`config.mk`:
```
export PLATFORM = sky130hd
export DESIGN_NAME = reorder_buffer_flat
export DESIGN_NICKNAME = d
export VERILOG_FILES = /design/src/rtl/reorder_buffer_if.sv /design/src/rtl/reorder_buffer.sv /design/src/flat_wrapper.sv
export SDC_FILE = /design/constraint.sdc
export NUM_CORES = 2
export LEC_CHECK = 0
export ABC_CLOCK_PERIOD_IN_PS = 18650
export BUFFER_PORTS_ARGS = -buffer_cell sky130_fd_sc_hd__buf_2
export CAP_MARGIN = 5
export CORE_MARGIN = 1.5
export CORE_UTILIZATION = 55
export CTS_BUF_LIST = sky130_fd_sc_hd__clkbuf_16
export DETAILED_ROUTE_END_ITERATION = 7
export HOLD_SLACK_MARGIN = 0.1
export PLACE_DENSITY = 0.8
export RECOVER_POWER = 100
export SYNTH_ARGS = -nofsm -noshare
export SYNTH_HDL_FRONTEND = slang
export SYNTH_SLANG_ARGS = --single-unit
```
`constraint.sdc`:
```
create_clock -name clk_in -period 18.65 [get_ports clk_in]
set_clock_uncertainty 0.1 [all_clocks]
set_input_delay 1.865 -clock clk_in [delete_from_list [all_inputs] [get_ports clk_in]]
set_output_delay 1.865 -clock clk_in [all_outputs]
set_load 0.1 [all_outputs]
```
`src/rtl/reorder_buffer_if.sv`:
```
// Reorder buffer bus interface.
// Bundles the issue, CDB, operand-query, commit and flush signals shared by the
// reorder buffer and the units around it. Signal names match the ROB's
// original flat port names.
//   slave  : reorder buffer side (consumes issue/CDB/query, produces status,
//            query results, commit pulses and flush)
//   master : surrounding core side (the opposite direction of every signal)
interface reorder_buffer_if;
  // issue
  logic        issue_ready;
  logic [4:0]  issue_rd;
  logic        issue_is_store;
  logic        issue_is_branch;
  logic        issue_pred_jump;
  logic        rob_full;
  logic [3:0]  rob_next_index;
  // common data bus
  logic        cdb_valid;
  logic [3:0]  cdb_rob_index;
  logic [31:0] cdb_val;
  logic        cdb_jump;
  logic [31:0] cdb_target;
  // operand query from decoder
  logic [3:0]  dc_rs1_depend;
  logic [3:0]  dc_rs2_depend;
  logic        rob_rs1_ready;
  logic        rob_rs2_ready;
  logic [31:0] rob_rs1_val;
  logic [31:0] rob_rs2_val;
  // commit
  logic        rob_to_reg_commit;
  logic [3:0]  rob_to_reg_rob_index;
  logic [4:0]  rob_to_reg_index;
  logic [31:0] rob_to_reg_val;
  logic        rob_to_lsb_commit;
  logic [3:0]  rob_to_lsb_rob_index;
  // flush
  logic        rob_clr;
  logic [31:0] rob_to_if_pc;

  modport slave (
    input  issue_ready, issue_rd, issue_is_store, issue_is_branch, issue_pred_jump,
    input  cdb_valid, cdb_rob_index, cdb_val, cdb_jump, cdb_target,
    input  dc_rs1_depend, dc_rs2_depend,
    output rob_full, rob_next_index,
    output rob_rs1_ready, rob_rs2_ready, rob_rs1_val, rob_rs2_val,
    output rob_to_reg_commit, rob_to_reg_rob_index, rob_to_reg_index, rob_to_reg_val,
    output rob_to_lsb_commit, rob_to_lsb_rob_index,
    output rob_clr, rob_to_if_pc
  );

  modport master (
    output issue_ready, issue_rd, issue_is_store, issue_is_branch, issue_pred_jump,
    output cdb_valid, cdb_rob_index, cdb_val, cdb_jump, cdb_target,
    output dc_rs1_depend, dc_rs2_depend,
    input  rob_full, rob_next_index,
    input  rob_rs1_ready, rob_rs2_ready, rob_rs1_val, rob_rs2_val,
    input  rob_to_reg_commit, rob_to_reg_rob_index, rob_to_reg_index, rob_to_reg_val,
    input  rob_to_lsb_commit, rob_to_lsb_rob_index,
    input  rob_clr, rob_to_if_pc
  );
endinterface

```
`src/rtl/reorder_buffer.sv`:
```
// Reorder buffer: 15-entry in-order retirement queue, tags 1..15 (tag 0 means
// "no dependency" and is never allocated).
// Ports:
//   clk_in  : clock
//   rst_in  : synchronous active-high reset, highest priority
//   rdy_in  : global enable; low holds all state, pulses drop to 0
//   bus     : reorder_buffer_if.slave -- issue, CDB, operand query, commit
//             pulses (registered), mispredict flush (rob_clr/rob_to_if_pc)
module reorder_buffer (
  input logic             clk_in,
  input logic             rst_in,
  input logic             rdy_in,
  reorder_buffer_if.slave bus
);

  // Index 0 exists only so 4-bit tags index directly; it is never allocated.
  logic [15:0] busy;
  logic [15:0] ready;
  logic [15:0] is_store;
  logic [15:0] is_branch;
  logic [15:0] pred_jump;
  logic [15:0] jump;
  logic [4:0]  rd     [16];
  logic [31:0] val    [16];
  logic [31:0] target [16];

  logic [3:0] head;
  logic [3:0] tail;
  logic [3:0] count;

  logic issue_fire;
  logic cdb_fire;
  logic commit_fire;
  logic mispredict;

  function automatic logic [3:0] wrap_inc(input logic [3:0] p);
    return (p == 4'd15) ? 4'd1 : p + 4'd1;
  endfunction

  assign bus.rob_full       = (count == 4'd15);
  assign bus.rob_next_index = tail;

  assign issue_fire  = rdy_in && bus.issue_ready && !bus.rob_full && !bus.rob_clr;
  assign cdb_fire    = rdy_in && bus.cdb_valid && !bus.rob_clr && busy[bus.cdb_rob_index];
  assign commit_fire = rdy_in && !bus.rob_clr && busy[head] && ready[head];
  assign mispredict  = commit_fire && is_branch[head] && (jump[head] != pred_jump[head]);

  // Operand query: a completed entry wins; otherwise forward a same-cycle CDB
  // broadcast. CDB is ignored during the flush cycle, so no forwarding then.
  always_comb begin
    bus.rob_rs1_ready = 1'b0;
    bus.rob_rs1_val   = '0;
    bus.rob_rs2_ready = 1'b0;
    bus.rob_rs2_val   = '0;
    if (bus.dc_rs1_depend != 4'd0) begin
      if (busy[bus.dc_rs1_depend] && ready[bus.dc_rs1_depend]) begin
        bus.rob_rs1_ready = 1'b1;
        bus.rob_rs1_val   = val[bus.dc_rs1_depend];
      end else if (bus.cdb_valid && !bus.rob_clr && bus.cdb_rob_index == bus.dc_rs1_depend) begin
        bus.rob_rs1_ready = 1'b1;
        bus.rob_rs1_val   = bus.cdb_val;
      end
    end
    if (bus.dc_rs2_depend != 4'd0) begin
      if (busy[bus.dc_rs2_depend] && ready[bus.dc_rs2_depend]) begin
        bus.rob_rs2_ready = 1'b1;
        bus.rob_rs2_val   = val[bus.dc_rs2_depend];
      end else if (bus.cdb_valid && !bus.rob_clr && bus.cdb_rob_index == bus.dc_rs2_depend) begin
        bus.rob_rs2_ready = 1'b1;
        bus.rob_rs2_val   = bus.cdb_val;
      end
    end
  end

  always_ff @(posedge clk_in) begin
    if (rst_in) begin
      busy                     <= '0;
      ready                    <= '0;
      head                     <= 4'd1;
      tail                     <= 4'd1;
      count                    <= '0;
      bus.rob_to_reg_commit    <= 1'b0;
      bus.rob_to_reg_rob_index <= '0;
      bus.rob_to_reg_index     <= '0;
      bus.rob_to_reg_val       <= '0;
      bus.rob_to_lsb_commit    <= 1'b0;
      bus.rob_to_lsb_rob_index <= '0;
      bus.rob_clr              <= 1'b0;
      bus.rob_to_if_pc         <= '0;
    end else if (rdy_in) begin
      bus.rob_to_reg_commit <= 1'b0;
      bus.rob_to_lsb_commit <= 1'b0;
      bus.rob_clr           <= 1'b0;
      if (mispredict) begin
        // Flush wins over any same-edge issue or CDB update.
        bus.rob_clr      <= 1'b1;
        bus.rob_to_if_pc <= target[head];
        busy             <= '0;
        ready            <= '0;
        head             <= 4'd1;
        tail             <= 4'd1;
        count            <= '0;
      end else begin
        if (commit_fire) begin
          busy[head]  <= 1'b0;
          ready[head] <= 1'b0;
          head        <= wrap_inc(head);
          if (is_store[head]) begin
            bus.rob_to_lsb_commit    <= 1'b1;
            bus.rob_to_lsb_rob_index <= head;
          end else if (!is_branch[head]) begin
            bus.rob_to_reg_commit    <= 1'b1;
            bus.rob_to_reg_rob_index <= head;
            bus.rob_to_reg_index     <= rd[head];
            bus.rob_to_reg_val       <= val[head];
          end
        end
        if (issue_fire) begin
          busy[tail]      <= 1'b1;
          ready[tail]     <= 1'b0;
          rd[tail]        <= bus.issue_rd;
          is_store[tail]  <= bus.issue_is_store;
          is_branch[tail] <= bus.issue_is_branch;
          pred_jump[tail] <= bus.issue_pred_jump;
          tail            <= wrap_inc(tail);
        end
        if (cdb_fire) begin
          ready[bus.cdb_rob_index]  <= 1'b1;
          val[bus.cdb_rob_index]    <= bus.cdb_val;
          jump[bus.cdb_rob_index]   <= bus.cdb_jump;
          target[bus.cdb_rob_index] <= bus.cdb_target;
        end
        count <= count + {3'b000, issue_fire} - {3'b000, commit_fire};
      end
    end else begin
      bus.rob_to_reg_commit <= 1'b0;
      bus.rob_to_lsb_commit <= 1'b0;
      bus.rob_clr           <= 1'b0;
    end
  end

endmodule

```
`src/flat_wrapper.sv`:
```
// flat-port wrapper written by rule: the top's interface ports become plain ports
module reorder_buffer_flat 
  (clk_in, rst_in, rdy_in, bus_issue_ready, bus_issue_rd, bus_issue_is_store, bus_issue_is_branch, bus_issue_pred_jump, bus_cdb_valid, bus_cdb_rob_index, bus_cdb_val, bus_cdb_jump, bus_cdb_target, bus_dc_rs1_depend, bus_dc_rs2_depend, bus_rob_full, bus_rob_next_index, bus_rob_rs1_ready, bus_rob_rs2_ready, bus_rob_rs1_val, bus_rob_rs2_val, bus_rob_to_reg_commit, bus_rob_to_reg_rob_index, bus_rob_to_reg_index, bus_rob_to_reg_val, bus_rob_to_lsb_commit, bus_rob_to_lsb_rob_index, bus_rob_clr, bus_rob_to_if_pc);
  reorder_buffer_if bus_i ();
  input logic clk_in;
  input logic rst_in;
  input logic rdy_in;
  input wire logic [$bits(bus_i.issue_ready)-1:0] bus_issue_ready;
  input wire logic [$bits(bus_i.issue_rd)-1:0] bus_issue_rd;
  input wire logic [$bits(bus_i.issue_is_store)-1:0] bus_issue_is_store;
  input wire logic [$bits(bus_i.issue_is_branch)-1:0] bus_issue_is_branch;
  input wire logic [$bits(bus_i.issue_pred_jump)-1:0] bus_issue_pred_jump;
  input wire logic [$bits(bus_i.cdb_valid)-1:0] bus_cdb_valid;
  input wire logic [$bits(bus_i.cdb_rob_index)-1:0] bus_cdb_rob_index;
  input wire logic [$bits(bus_i.cdb_val)-1:0] bus_cdb_val;
  input wire logic [$bits(bus_i.cdb_jump)-1:0] bus_cdb_jump;
  input wire logic [$bits(bus_i.cdb_target)-1:0] bus_cdb_target;
  input wire logic [$bits(bus_i.dc_rs1_depend)-1:0] bus_dc_rs1_depend;
  input wire logic [$bits(bus_i.dc_rs2_depend)-1:0] bus_dc_rs2_depend;
  output wire logic [$bits(bus_i.rob_full)-1:0] bus_rob_full;
  output wire logic [$bits(bus_i.rob_next_index)-1:0] bus_rob_next_index;
  output wire logic [$bits(bus_i.rob_rs1_ready)-1:0] bus_rob_rs1_ready;
  output wire logic [$bits(bus_i.rob_rs2_ready)-1:0] bus_rob_rs2_ready;
  output wire logic [$bits(bus_i.rob_rs1_val)-1:0] bus_rob_rs1_val;
  output wire logic [$bits(bus_i.rob_rs2_val)-1:0] bus_rob_rs2_val;
  output wire logic [$bits(bus_i.rob_to_reg_commit)-1:0] bus_rob_to_reg_commit;
  output wire logic [$bits(bus_i.rob_to_reg_rob_index)-1:0] bus_rob_to_reg_rob_index;
  output wire logic [$bits(bus_i.rob_to_reg_index)-1:0] bus_rob_to_reg_index;
  output wire logic [$bits(bus_i.rob_to_reg_val)-1:0] bus_rob_to_reg_val;
  output wire logic [$bits(bus_i.rob_to_lsb_commit)-1:0] bus_rob_to_lsb_commit;
  output wire logic [$bits(bus_i.rob_to_lsb_rob_index)-1:0] bus_rob_to_lsb_rob_index;
  output wire logic [$bits(bus_i.rob_clr)-1:0] bus_rob_clr;
  output wire logic [$bits(bus_i.rob_to_if_pc)-1:0] bus_rob_to_if_pc;
  assign bus_i.issue_ready = bus_issue_ready;
  assign bus_i.issue_rd = bus_issue_rd;
  assign bus_i.issue_is_store = bus_issue_is_store;
  assign bus_i.issue_is_branch = bus_issue_is_branch;
  assign bus_i.issue_pred_jump = bus_issue_pred_jump;
  assign bus_i.cdb_valid = bus_cdb_valid;
  assign bus_i.cdb_rob_index = bus_cdb_rob_index;
  assign bus_i.cdb_val = bus_cdb_val;
  assign bus_i.cdb_jump = bus_cdb_jump;
  assign bus_i.cdb_target = bus_cdb_target;
  assign bus_i.dc_rs1_depend = bus_dc_rs1_depend;
  assign bus_i.dc_rs2_depend = bus_dc_rs2_depend;
  assign bus_rob_full = bus_i.rob_full;
  assign bus_rob_next_index = bus_i.rob_next_index;
  assign bus_rob_rs1_ready = bus_i.rob_rs1_ready;
  assign bus_rob_rs2_ready = bus_i.rob_rs2_ready;
  assign bus_rob_rs1_val = bus_i.rob_rs1_val;
  assign bus_rob_rs2_val = bus_i.rob_rs2_val;
  assign bus_rob_to_reg_commit = bus_i.rob_to_reg_commit;
  assign bus_rob_to_reg_rob_index = bus_i.rob_to_reg_rob_index;
  assign bus_rob_to_reg_index = bus_i.rob_to_reg_index;
  assign bus_rob_to_reg_val = bus_i.rob_to_reg_val;
  assign bus_rob_to_lsb_commit = bus_i.rob_to_lsb_commit;
  assign bus_rob_to_lsb_rob_index = bus_i.rob_to_lsb_rob_index;
  assign bus_rob_clr = bus_i.rob_clr;
  assign bus_rob_to_if_pc = bus_i.rob_to_if_pc;
  reorder_buffer u_core (.clk_in(clk_in), .rst_in(rst_in), .rdy_in(rdy_in), .bus(bus_i));
endmodule
```
# Yosys cells after proc, flatten, opt, wreduce, memory -nomap -nowiden
# Memory sizes are Yosys's and may differ from the RTL's. A register that Yosys moved wholly into a read port is not among the register bits.
# Index checks and enable logic that the tools add are counted.
totals:
  out_inout_bits: 151
  ramBits: 1104
  n_memories: 3
  elab_cells: 163
  ff_bits: 119
classes:
  eq_ne: 6
  bitwise_logic: 13
  order_cmp: 8
  n_reduce_logical: 35
  add_sub_neg: 4
  n_mux: 80
mem_list:
  columns: ["memory", "words", "word_bits", "read_ports", "rd_ports_with_merged_regs", "wr", "line_no", "source"]
  rows:
  - ["u_core.target", 16, 32, 1, 1, 1, "reorder_buffer.sv:25", "logic [31:0] target [16];"]
  - ["u_core.val", 16, 32, 3, 1, 1, "reorder_buffer.sv:24", "logic [31:0] val [16];"]
  - ["u_core.rd", 16, 5, 1, 1, 1, "reorder_buffer.sv:23", "logic [4:0] rd [16];"]
op_table:
  columns: ["operator", "count"]
  rows:
  - ["2-to-1 mux 16 bit", 16]
  - ["2-to-1 mux 32 bit", 6]
  - ["bitwise mux 16 bit", 4]
  - ["AND 16 bit", 3]
  - ["binary-select mux 1 bit (select 4 bit)", 11]
  - ["2-to-1 mux 1 bit", 33]
  - ["inverter 16 bit", 2]
  - ["bitwise OR 16 bit", 2]
  - ["2-to-1 mux 4 bit", 7]
  - ["< comparator 4 x 5 -> 1 bit (second input constant)", 5]
  - ["logical AND 1 bit", 19]
  - ["demux 1 bit (select 4 bit)", 3]
  - ["equality test 4 bit (second input constant)", 3]
  - ["greater-or-equal comparator 4 x 1 -> 1 bit (second input constant)", 3]
  - ["AND reduction 4 bit", 3]
  - ["adder 4 x 1 -> 4 bit (second input constant)", 2]
  - ["equality test 4 bit", 2]
  - ["nonzero test 4 bit", 2]
  - ["inverter 1 bit", 6]
  - ["AND reduction 2 bit", 3]
  - ["AND reduction 5 bit", 1]
  - ["OR reduction 5 bit", 1]
  - ["adder 4 x 1 -> 4 bit", 1]
  - ["nonzero test 2 bit", 2]
  - ["5 further kinds", 6]

# Depth between registers and ports, before layout
logic_depth:
  word_depth: 18
  ltp_mapped: 17
  depth_no_buf: 12

# Least setup slack after synthesis
# No wires, ideal clock.
synth_path:
  kind: "input to register"
  startpoint: "input bus_cdb_rob_index[0]"
  endpoint: "memory u_core.target[1][0] (enable)"
  setup_slack_ns: 8.758
  cell_stages: 6
  arrival_ns: 9.147
  setup_time_ns: 0.644
  cell_sequence: "clkbuf_1 -> mux4_2 -> mux4_2 -> nand2_1 -> clkbuf_1 -> nor4_1"
synth_via:
  elab_chain_cells: 8
synth_lines:
  columns: ["item", "line_no", "source"]
  rows:
  - ["start: declaration", "flat_wrapper.sv:14", "input wire logic [$bits(bus_i.cdb_rob_index)-1:0] bus_cdb_rob_index;"]
  - ["binary-select mux 1 bit (select 4 bit)", "reorder_buffer.sv:44", "assign cdb_fire = rdy_in && bus.cdb_valid && !bus.rob_clr && busy[bus.cdb_rob_index];"]
  - ["2-to-1 mux 1 bit (implied by the code)", "reorder_buffer.sv:44", null]
  - ["logical AND 1 bit", "reorder_buffer.sv:44", null]
  - ["2-to-1 mux 1 bit", "reorder_buffer.sv:127", "if (cdb_fire) begin"]
  - ["2-to-1 mux 1 bit", "reorder_buffer.sv:94", "if (mispredict) begin"]
  - ["2-to-1 mux 1 bit", "reorder_buffer.sv:90", "end else if (rdy_in) begin"]
  - ["2-to-1 mux 1 bit", "reorder_buffer.sv:76", "if (rst_in) begin"]
  - ["2-to-1 mux 1 bit (implied by the code)", "reorder_buffer.sv:131", "target[bus.cdb_rob_index] <= bus.cdb_target;"]
  - ["end: declaration", "reorder_buffer.sv:25", null]
# Parallel ways exist; a longest one is shown, timed or not. The select of a mux whose other input is x is not followed.

# Worst setup path after layout
layout_path:
  startpoint: "input bus_dc_rs2_depend[1]"
  endpoint: "output bus_rob_rs2_val[6]"
layout_via:
  elab_chain_cells: 5
  word_cells_on_any_way: 12
  cone_classes: "eq/ne (1); mux (7); reduce/logical (3); memory (1)"
layout_lines:
  columns: ["item", "line_no", "source"]
  rows:
  - ["start: declaration", "flat_wrapper.sv:19", "input wire logic [$bits(bus_i.dc_rs2_depend)-1:0] bus_dc_rs2_depend;"]
  - ["binary-select mux 1 bit (select 4 bit) / equality test 4 bit (equally long branches)", "reorder_buffer.sv:65, reorder_buffer.sv:68", null]
  - ["2-to-1 mux 1 bit (implied by the code) / logical AND 1 bit (equally long branches)", "reorder_buffer.sv:65, reorder_buffer.sv:68", null]
  - ["logical AND 1 bit / 2-to-1 mux 32 bit (equally long branches)", "reorder_buffer.sv:65, reorder_buffer.sv:68", null]
  - ["2-to-1 mux 32 bit", "reorder_buffer.sv:65", "if (busy[bus.dc_rs2_depend] && ready[bus.dc_rs2_depend]) begin"]
  - ["2-to-1 mux 32 bit (*)", "reorder_buffer.sv:64", "if (bus.dc_rs2_depend != 4'd0) begin"]
  - ["end: declaration", "flat_wrapper.sv:25", "output wire logic [$bits(bus_i.rob_rs2_val)-1:0] bus_rob_rs2_val;"]
# Every way passes the cells marked *; elsewhere a longest branch is shown, timed or not. The select of a mux whose other input is x is not followed.

==> flow_summary.json <==
{
  "path_class": "input port to primary output",
  "cts_tree": "yes",
  "grt_pass1_wl_mm": 236.9,
  "syn-cell-area_sq_um": 58770,
  "clkLatencyLatePin_ps": 760,
  "fin_tns_setup_ps": 0,
  "die_h_um": 329.9,
  "h-tree-depth": 4,
  "yosys-top-cells-count": "1168 x edfxtp_1, 697 x mux4_2, 145 x nand2_1",
  "critical_path.max_fanout": 78,
  "clockRootBuffer": "clkbuf_16",
  "grt.overflow.total": 0,
  "die-width_um": 329.9,
  "synth_top_area_share_pct": 59.68,
  "drive_gt1_share_pct": 29.57,
  "netlist_instances": 2985,
  "ant_nets": 0,
  "post-route-period-util_pct": 69.63,
  "arrival_ps": 11020,
  "startpoint_type": "input port",
  "crit_required_ps": 16680,
  "postSynth.asyncResetShare_pct": 0,
  "synth.most_common_cell": "edfxtp_1",
  "ys_types": 60,
  "drt_wl_total_mm": 161.2,
  "fin_nets": 3287,
  "relSlewSlack_pct": -234.4,
  "die_area_sq_um": 108800,
  "synth_top_area_cell": "edfxtp_1",
  "holdBufCountCts": 0,
  "yosys_register_bits": 1292,
  "hp-class": "flop to flop",
  "violations": "max-capacitance violations, max-slew violations",
  "antenna_found_initial": 17,
  "track_usage_pct": 30.13,
  "gp_congestion": 0.9016,
  "tightest_slew_ps": 5017,
  "hold_slack_ps": 351.6,
  "clockBufferDepth": 3,
  "io_buffer_count": 240,
  "fmax_ghz": 0.07701,
  "cts_setup_buffers": 0,
  "grt_max_degree": 169,
  "status": "complete, but fails checks",
  "dpl.hpwl_mm": 86.77,
  "critPathCaptureType": "primary output",
  "synthTopCellsByArea": "edfxtp_1 60%, mux4_2 27%, dfxtp_1 4.2%",
  "synth-edff-count": 1168,
  "coreArea_sq_um": 105600,
  "cts_buffers": 130,
  "ir_drop_uv": 65.44,
  "cap_violations": 20,
  "wl_per_cell_um": 34.39,
  "report.power.total_mw": 6.123,
  "cts_sinks": 1292,
  "num_vias": 34194,
  "syn-num-nets": 3089,
  "synth_seq_area_share_pct": 63.91,
  "cts.clk_slew.worst_paths_ps": 60,
  "synth_flop_cell": "edfxtp_1",
  "yosys_warnings": 0,
  "rsz0062_at_grt": "false",
  "timing.final.max_slew_violations": 741,
  "grt_pass1_vias": 35262,
  "setup_viol": 0,
  "num_io_pins": 241,
  "std_cell_rows": 119,
  "vias_per_cell": 7.295,
  "syn_to_final_growth_pct": 11.31,
  "drc_errors": 0,
  "fin_crit_ps": 12990,
  "hold_viol": 0,
  "power_density_nw_per_um2": 93.60,
  "post_cts_resized": 0,
  "dr.pass1.iters": 8,
  "p_leak_nw": 20.25,
  "nFillCells": 7076,
  "avgSynthCellArea_sq_um": 19.69,
  "dr.first_iter.drc_count": 5193,
  "initial_utilization_pct": 55.67
}
## kinds of logic (layout without fill, tap and decap cells)
group	count (synthesis)	after routing	synth area share, %
AND/OR/NAND/NOR	414	414	3.306
adder cells (fa/ha/maj)	14	14	0.3109
multiplexers	777	777	28.08
buffers and inverters	266	571	1.937
flip-flops	1292	1292	63.91
XOR/XNOR	13	13	0.2257
AO/OA/AOI/OAI	209	209	2.238
other	0	6	0
## layout by cell type, fill, tap and decap left out, drive strengths merged, types with 4 or more instances in the layout
cell,count
edfxtp,1168
mux4,697
clkbuf,374
nand2,146
dfxtp,124
a21oi,103
nor2,79
mux2i,79
buf,69
clkinv,58
inv,51
nor3,43
nand3,43
nor4,35
o31ai,34
nand4,32
o21ai,23
ha,13
bufinv,13
a32oi,10
xnor2,9
nand2b,8
nor2b,7
o211ai,7
and3,7
diode,6
clkinvlp,6
o32ai,5
a22oi,5
xor2,4
a211oi,4
## layer usage
| layer | vias to the layer above | track usage [%] | wire length (um) |
|---|---|---|---|
| li1 | 13207 | - | - |
| met1 | 17705 | 39.68 | 55090 |
| met2 | 2720 | 48.07 | 78770 |
| met3 | 540 | 7.723 | 19440 |
| met4 | 22 | 13.12 | 7766 |
| met5 | - | 0 | 137 |
## registers in the layout, summed over array words and instances, names as in the netlist, 5 cells and up
| name | count |
|---|---|
| u_core.pred_jump | 16 |
| u_core.is_store | 16 |
| u_core.bus.rob_to_reg_index | 5 |
| u_core.is_branch | 16 |
| u_core.rd | 80 |
| u_core.val | 512 |
| u_core.bus.rob_to_if_pc | 32 |
| u_core.bus.rob_to_reg_val | 32 |
| u_core.jump | 16 |
| u_core.target | 512 |
| u_core.ready | 16 |
| u_core.busy | 16 |
## worst paths after layout
check / start / endpoint / slack [ps] / cells after the start
max: bus_dc_rs2_depend[1] / bus_rob_rs2_val[6] / 5660 / 7
min: u_core.bus.rob_to_reg_val[12] / u_core.bus.rob_to_reg_val[12] / 350 / 2
max reg2reg: u_core.head[0] / u_core.target[13][30] / 6140 / 11
min reg2reg: u_core.bus.rob_to_reg_val[12] / u_core.bus.rob_to_reg_val[12] / 350 / 2
## cell type report
cell class	count	area, sq um	share of cell area, %
antenna	6	15.01	0.02295
timing repair buffer	313	1443	2.205
inverter	19	71.32	0.1090
tap	1391	1740	2.661
clock buffer	130	3253	4.973
clock inverter	109	1159	1.771
sequential	1292	37570	57.43
multi-input combinational	1427	20170	30.83
## where the power goes
| group | switching (mW) | total, mW | internal (mW) |
|---|---|---|---|
| clock | 1.17 | 2.65 | 1.48 |
| combinational | 0.211 | 0.314 | 0.103 |
| sequential | 0.00175 | 3.16 | 3.15 |
## metrics by stage
step                      instance area, sq um  worst slack, ps  cells  utilization [%]
after floorplan                          58770             8758   2985                -
after global placement                   61460            10690   4442            58.22
after detailed placement                 61460            10680   4442            58.22
after CTS                                65880            10680   4681            62.40
after global routing                     65410             5331   4685            61.96
final                                    65420             5665   4687            61.97
## critical path, cell delays in order
cell and delay [ps]:
clkbuf_1 3380, clkbuf_1 3430, mux4_2 780, mux4_2 340, mux2i_1 90, nor2_1 150
clkbuf_1 900
No activity file was read; power rests on OpenSTA's default activity.
